===== config.mk =====
export PLATFORM = sky130hd
export DESIGN_NAME = serial_byte_rx
export DESIGN_NICKNAME = d
export VERILOG_FILES = /design/src/rtl/serial_rx_pkg.sv /design/src/rtl/rx_sync.sv /design/src/rtl/serial_byte_rx.sv
export SDC_FILE = /design/constraint.sdc
export NUM_CORES = 1
export LEC_CHECK = 0
export BUFFER_PORTS_ARGS = -buffer_cell sky130_fd_sc_hd__buf_4
export CORE_MARGIN = 1.5
export CORE_UTILIZATION = 42
export CTS_BUF_LIST = sky130_fd_sc_hd__clkbuf_16
export CTS_CLUSTER_SIZE = 8
export DETAILED_ROUTE_END_ITERATION = 16
export MAX_ROUTING_LAYER = met4
export PLACE_DENSITY = 0.59
export SLEW_MARGIN = 20
export SYNTH_ARGS = -nofsm -noshare
export SYNTH_HDL_FRONTEND = slang
export SYNTH_SLANG_ARGS = --single-unit

===== constraint.sdc =====
create_clock -name clk -period 3.2 [get_ports clk]
set_input_delay 0.64 -clock clk [delete_from_list [all_inputs] [get_ports clk]]
set_output_delay 0.64 -clock clk [all_outputs]
set_load 0.005 [all_outputs]

===== src/rtl/serial_rx_pkg.sv =====
// Shared types and constants for the serial byte receiver.
package serial_rx_pkg;

    typedef enum logic [2:0] {
        IDLE,
        START,
        DATA,
        STOP,
        WAIT_IDLE
    } rx_state_t;

    localparam int unsigned DATA_BITS            = 8;
    // 50 MHz system clock at 115200 baud
    localparam int unsigned CLKS_PER_BIT_DEFAULT = 434;

endpackage


===== src/rtl/rx_sync.sv =====
// Two-flop synchronizer for the asynchronous serial pin plus falling-edge detector.
module rx_sync (
    input  logic clk,
    input  logic rst,
    input  logic rx,
    output logic rx_s,
    output logic rx_fall
);

    logic meta_q;
    logic sync_q;
    logic prev_q;

    // Resynchronize the pin; all flops reset to the idle-high line level
    always_ff @(posedge clk) begin
        if (rst) begin
            meta_q <= 1'b1;
            sync_q <= 1'b1;
            prev_q <= 1'b1;
        end else begin
            meta_q <= rx;
            sync_q <= meta_q;
            prev_q <= sync_q;
        end
    end

    assign rx_s    = sync_q;
    assign rx_fall = prev_q & ~sync_q;

endmodule


===== src/rtl/serial_byte_rx.sv =====
// 8N1 serial receiver: mid-bit sampling, stop-bit check, one-cycle valid/error strobes.
module serial_byte_rx
    import serial_rx_pkg::*;
#(
    parameter int unsigned CLKS_PER_BIT = CLKS_PER_BIT_DEFAULT
) (
    input  logic                 clk,
    input  logic                 rst,
    input  logic                 RX,
    output logic [DATA_BITS-1:0] serial_data,
    output logic                 serial_vld,
    output logic                 frame_err
);

    localparam int unsigned CNT_W = $clog2(CLKS_PER_BIT + 1);
    localparam logic [CNT_W-1:0] HALF_BIT = CNT_W'(CLKS_PER_BIT / 2);
    localparam logic [CNT_W-1:0] FULL_BIT = CNT_W'(CLKS_PER_BIT);

    logic rx_s;
    logic rx_fall;

    rx_state_t            state_q,   state_d;
    logic [CNT_W-1:0]     cnt_q,     cnt_d;
    logic [3:0]           bit_cnt_q, bit_cnt_d;
    logic [DATA_BITS-1:0] shift_q,   shift_d;
    logic [DATA_BITS-1:0] data_q,    data_d;
    logic                 vld_q,     vld_d;
    logic                 err_q,     err_d;
    logic                 expired;

    rx_sync u_rx_sync (
        .clk     (clk),
        .rst     (rst),
        .rx      (RX),
        .rx_s    (rx_s),
        .rx_fall (rx_fall)
    );

    // Counter reaching 1 marks the sample point of the current bit
    assign expired = (cnt_q == CNT_W'(1));

    // Receiver state and datapath registers
    always_ff @(posedge clk) begin
        if (rst) begin
            state_q   <= IDLE;
            cnt_q     <= '0;
            bit_cnt_q <= '0;
            shift_q   <= '0;
            data_q    <= '0;
            vld_q     <= 1'b0;
            err_q     <= 1'b0;
        end else begin
            state_q   <= state_d;
            cnt_q     <= cnt_d;
            bit_cnt_q <= bit_cnt_d;
            shift_q   <= shift_d;
            data_q    <= data_d;
            vld_q     <= vld_d;
            err_q     <= err_d;
        end
    end

    // Next-state, counter, shift and strobe logic
    always_comb begin
        state_d   = state_q;
        cnt_d     = cnt_q;
        bit_cnt_d = bit_cnt_q;
        shift_d   = shift_q;
        data_d    = data_q;
        vld_d     = 1'b0;
        err_d     = 1'b0;

        case (state_q)
            IDLE: begin
                if (rx_fall) begin
                    cnt_d   = HALF_BIT;
                    state_d = START;
                end
            end
            START: begin
                if (expired) begin
                    if (!rx_s) begin
                        bit_cnt_d = '0;
                        cnt_d     = FULL_BIT;
                        state_d   = DATA;
                    end else begin
                        // line back high at mid-start: treat as a glitch
                        cnt_d   = '0;
                        state_d = IDLE;
                    end
                end else begin
                    cnt_d = cnt_q - 1'b1;
                end
            end
            DATA: begin
                if (expired) begin
                    shift_d   = {rx_s, shift_q[DATA_BITS-1:1]};
                    bit_cnt_d = bit_cnt_q + 4'd1;
                    cnt_d     = FULL_BIT;
                    if (bit_cnt_q == 4'(DATA_BITS - 1)) begin
                        state_d = STOP;
                    end
                end else begin
                    cnt_d = cnt_q - 1'b1;
                end
            end
            STOP: begin
                if (expired) begin
                    cnt_d = '0;
                    if (rx_s) begin
                        data_d  = shift_q;
                        vld_d   = 1'b1;
                        state_d = IDLE;
                    end else begin
                        err_d   = 1'b1;
                        state_d = WAIT_IDLE;
                    end
                end else begin
                    cnt_d = cnt_q - 1'b1;
                end
            end
            WAIT_IDLE: begin
                // a held-low line (break) must return high before re-arming
                if (rx_s) begin
                    state_d = IDLE;
                end
            end
            default: begin
                state_d = IDLE;
            end
        endcase
    end

    assign serial_data = data_q;
    assign serial_vld  = vld_q;
    assign frame_err   = err_q;

endmodule


==> metrics <==
post-synthesis cell type count=45; Seq/Total Area, Yosys=43.3%; worst reg2reg setup slack=0.89 ns; cells after synthesis=195; die width=66.8 um; area fraction of the dominant cell type after synthesis=43.3%; Post-Syn Area per Cell=8.77 um2; NumNets Final=209; max-cap violation count=0; async set or reset register ratio after synthesis=0%; EDFF count, synth=0; Tmin final=2.31 ns; pin count of the biggest net entering global routing=37; critical path endpoint category=flip-flop; top post-synthesis cells by area=dfxtp_1 (43%), a21oi_1 (5.9%), mux2i_1 (5.3%); setup TNS=0 ns; CP required=3.35 ns; Syn Nets=201; Total Routed Length=3740 um; P&R area growth vs syn=14.6%; Finish-stage setup viols=0; first-pass GRT wire length=6400 um; Post-CTS Setup Bufs=0; GPL Wtd Cong=0.881; PortBufs=12; Clock Sinks=37; Post-DP HPWL=2620 um; worst-margin pin slew=0.847 ns; CTS resizes=0; PD cells=675 nW/um2; area leader, netlist=dfxtp_1; final total power=0.00132 W; global route overflow=0; antenna violations before repair=0; Post-Layout Cell Count=253; startpoint types=flip-flop; critical path type=reg2reg; VDD IR-drop max=0.279 mV; Core Region=3940 um2; drt via density=5.68; Pleak=0.691 nW; crit path DAT=2.46 ns; Hold Path Class=reg2reg; flop and latch count out of synthesis=37; synth warn=0; dpl cells=246; H-tree depth=2; CTS tree=built; Core Rows=23; Vias=1,438; RSZ-0062 raised after global routing=false; Root Driver=clkbuf_16; DR WL/cell=14.8 um; DRC=0; Initial Util=43.4%; layout cells sized above 1=15.8%; # hold bufs at CTS=0; DR pass1 iterations=4; Rel. slew slack=42.1%; top_reg_cell synth=dfxtp_1; Min Hold Slack=0.419 ns; DIE HEIGHT=66.8 um; Total GRT Usage=19.7%; final hold violation count=0; # diodes=0; CTS Buffer Depth=2; status=finished, final reports clean; Die ar.=4460 um2; cts bufs inserted=5; commonest non-fill, non-tap cell in the layout=dfxtp_1; Clock Latency Late Sink=0.28 ns; Post-Syn Area=1710 um2; Max Freq=433 MHz; most frequent cells in the layout=dfxtp_1 (37), nand2_1 (23), a21oi_1 (20), nor2_1 (16), buf_4 (13); Detail Route Antenna Nets=0; Crit Path Max Fanout=8; number of global-route vias before repair=1,406; # IOs=13; drt initial violations=107; Final Cycle Share=72.1%; Slew Limit Fails=0; clk slew on worst S/H paths=0.05 ns; Worst Skew=0.00427 ns
[synth_stat cells, drive strengths merged, types with 2 or more instances]
cell type	number
a2111oi	2
nor2	16
nor3	7
inv	5
clkbuf	7
nor2b	2
a211oi	3
nand3	5
a21oi	20
buf	5
or3	3
nor4b	3
nor4	6
or3b	2
or4	2
nand2b	2
nor3b	2
ha	3
nand2	23
a22oi	2
mux2i	9
dfxtp	37
o21ai	6
a21o	2
or2	5
[final timing paths]
path | startpoint | to | cells after the start
worst max-delay path | cnt_q[1] | serial_data[7] | 6
worst min-delay path | u_rx_sync.meta_q | u_rx_sync.rx_s | 1
worst max register to register | cnt_q[1] | serial_data[7] | 6
worst min register to register | u_rx_sync.meta_q | u_rx_sync.rx_s | 1
[report_power, final]
part           switching [W]  internal (W)
clock network       0.000173      0.000361
registers          0.0000407      0.000488
logic               0.000162     0.0000967
[layout make-up]
type	instances	area (um2)
flip-flops and latches	37	741
fillers	383	1980
inverters	5	18.8
clock buffers	5	125
clock inverters	2	35.0
repair buffers	13	97.6
well taps	50	62.6
multi-input cells	141	881
[critical path, stage by stage (launching register included)]
cell,delay [ns]
dfxtp_1,0.33
inv_1,0.08
ha_1,0.15
or4b_1,0.62
nor4_4,0.67
mux2i_1,0.27
nor2_1,0.06
[per-stage QoR]
stage	setup slack [ns]	utilization [%]	instance area [um2]
after floorplan	1.07	-	1710
after global placement	0.978	45.7	1800
after detailed placement	0.886	45.7	1800
after CTS	0.860	49.7	1960
after global routing	0.697	49.7	1960
final	0.893	49.7	1960
[cells by family (layout without fill, tap and decap cells)]
logic type / after synthesis / after routing / share of synthesized area (%)
buffers and inverters: 17 / 25 / 5.19
flip-flops: 37 / 37 / 43.3
AO/OA/AOI/OAI: 47 / 47 / 18.0
adder cells (fa/ha/maj): 3 / 3 / 2.19
multiplexers: 9 / 9 / 5.27
AND/OR/NAND/NOR: 82 / 82 / 26.0
[state kept, by name, summed over array words and instances, names as in the netlist]
register,flops
state_q,3
u_rx_sync.rx_s,1
shift_q,8
u_rx_sync.meta_q,1
frame_err,1
bit_cnt_q,4
u_rx_sync.prev_q,1
serial_data,8
cnt_q,9
serial_vld,1
[metal layers]
metal	vias to the layer above	share of wire, %	GRT usage [%]
li1	722	-	-
met1	683	43	21.8
met2	29	52	34.1
met3	4	3.3	5.07
met4	0	1.1	7.40
met5	-	0	-
No activity file was read; power rests on OpenSTA's default activity.
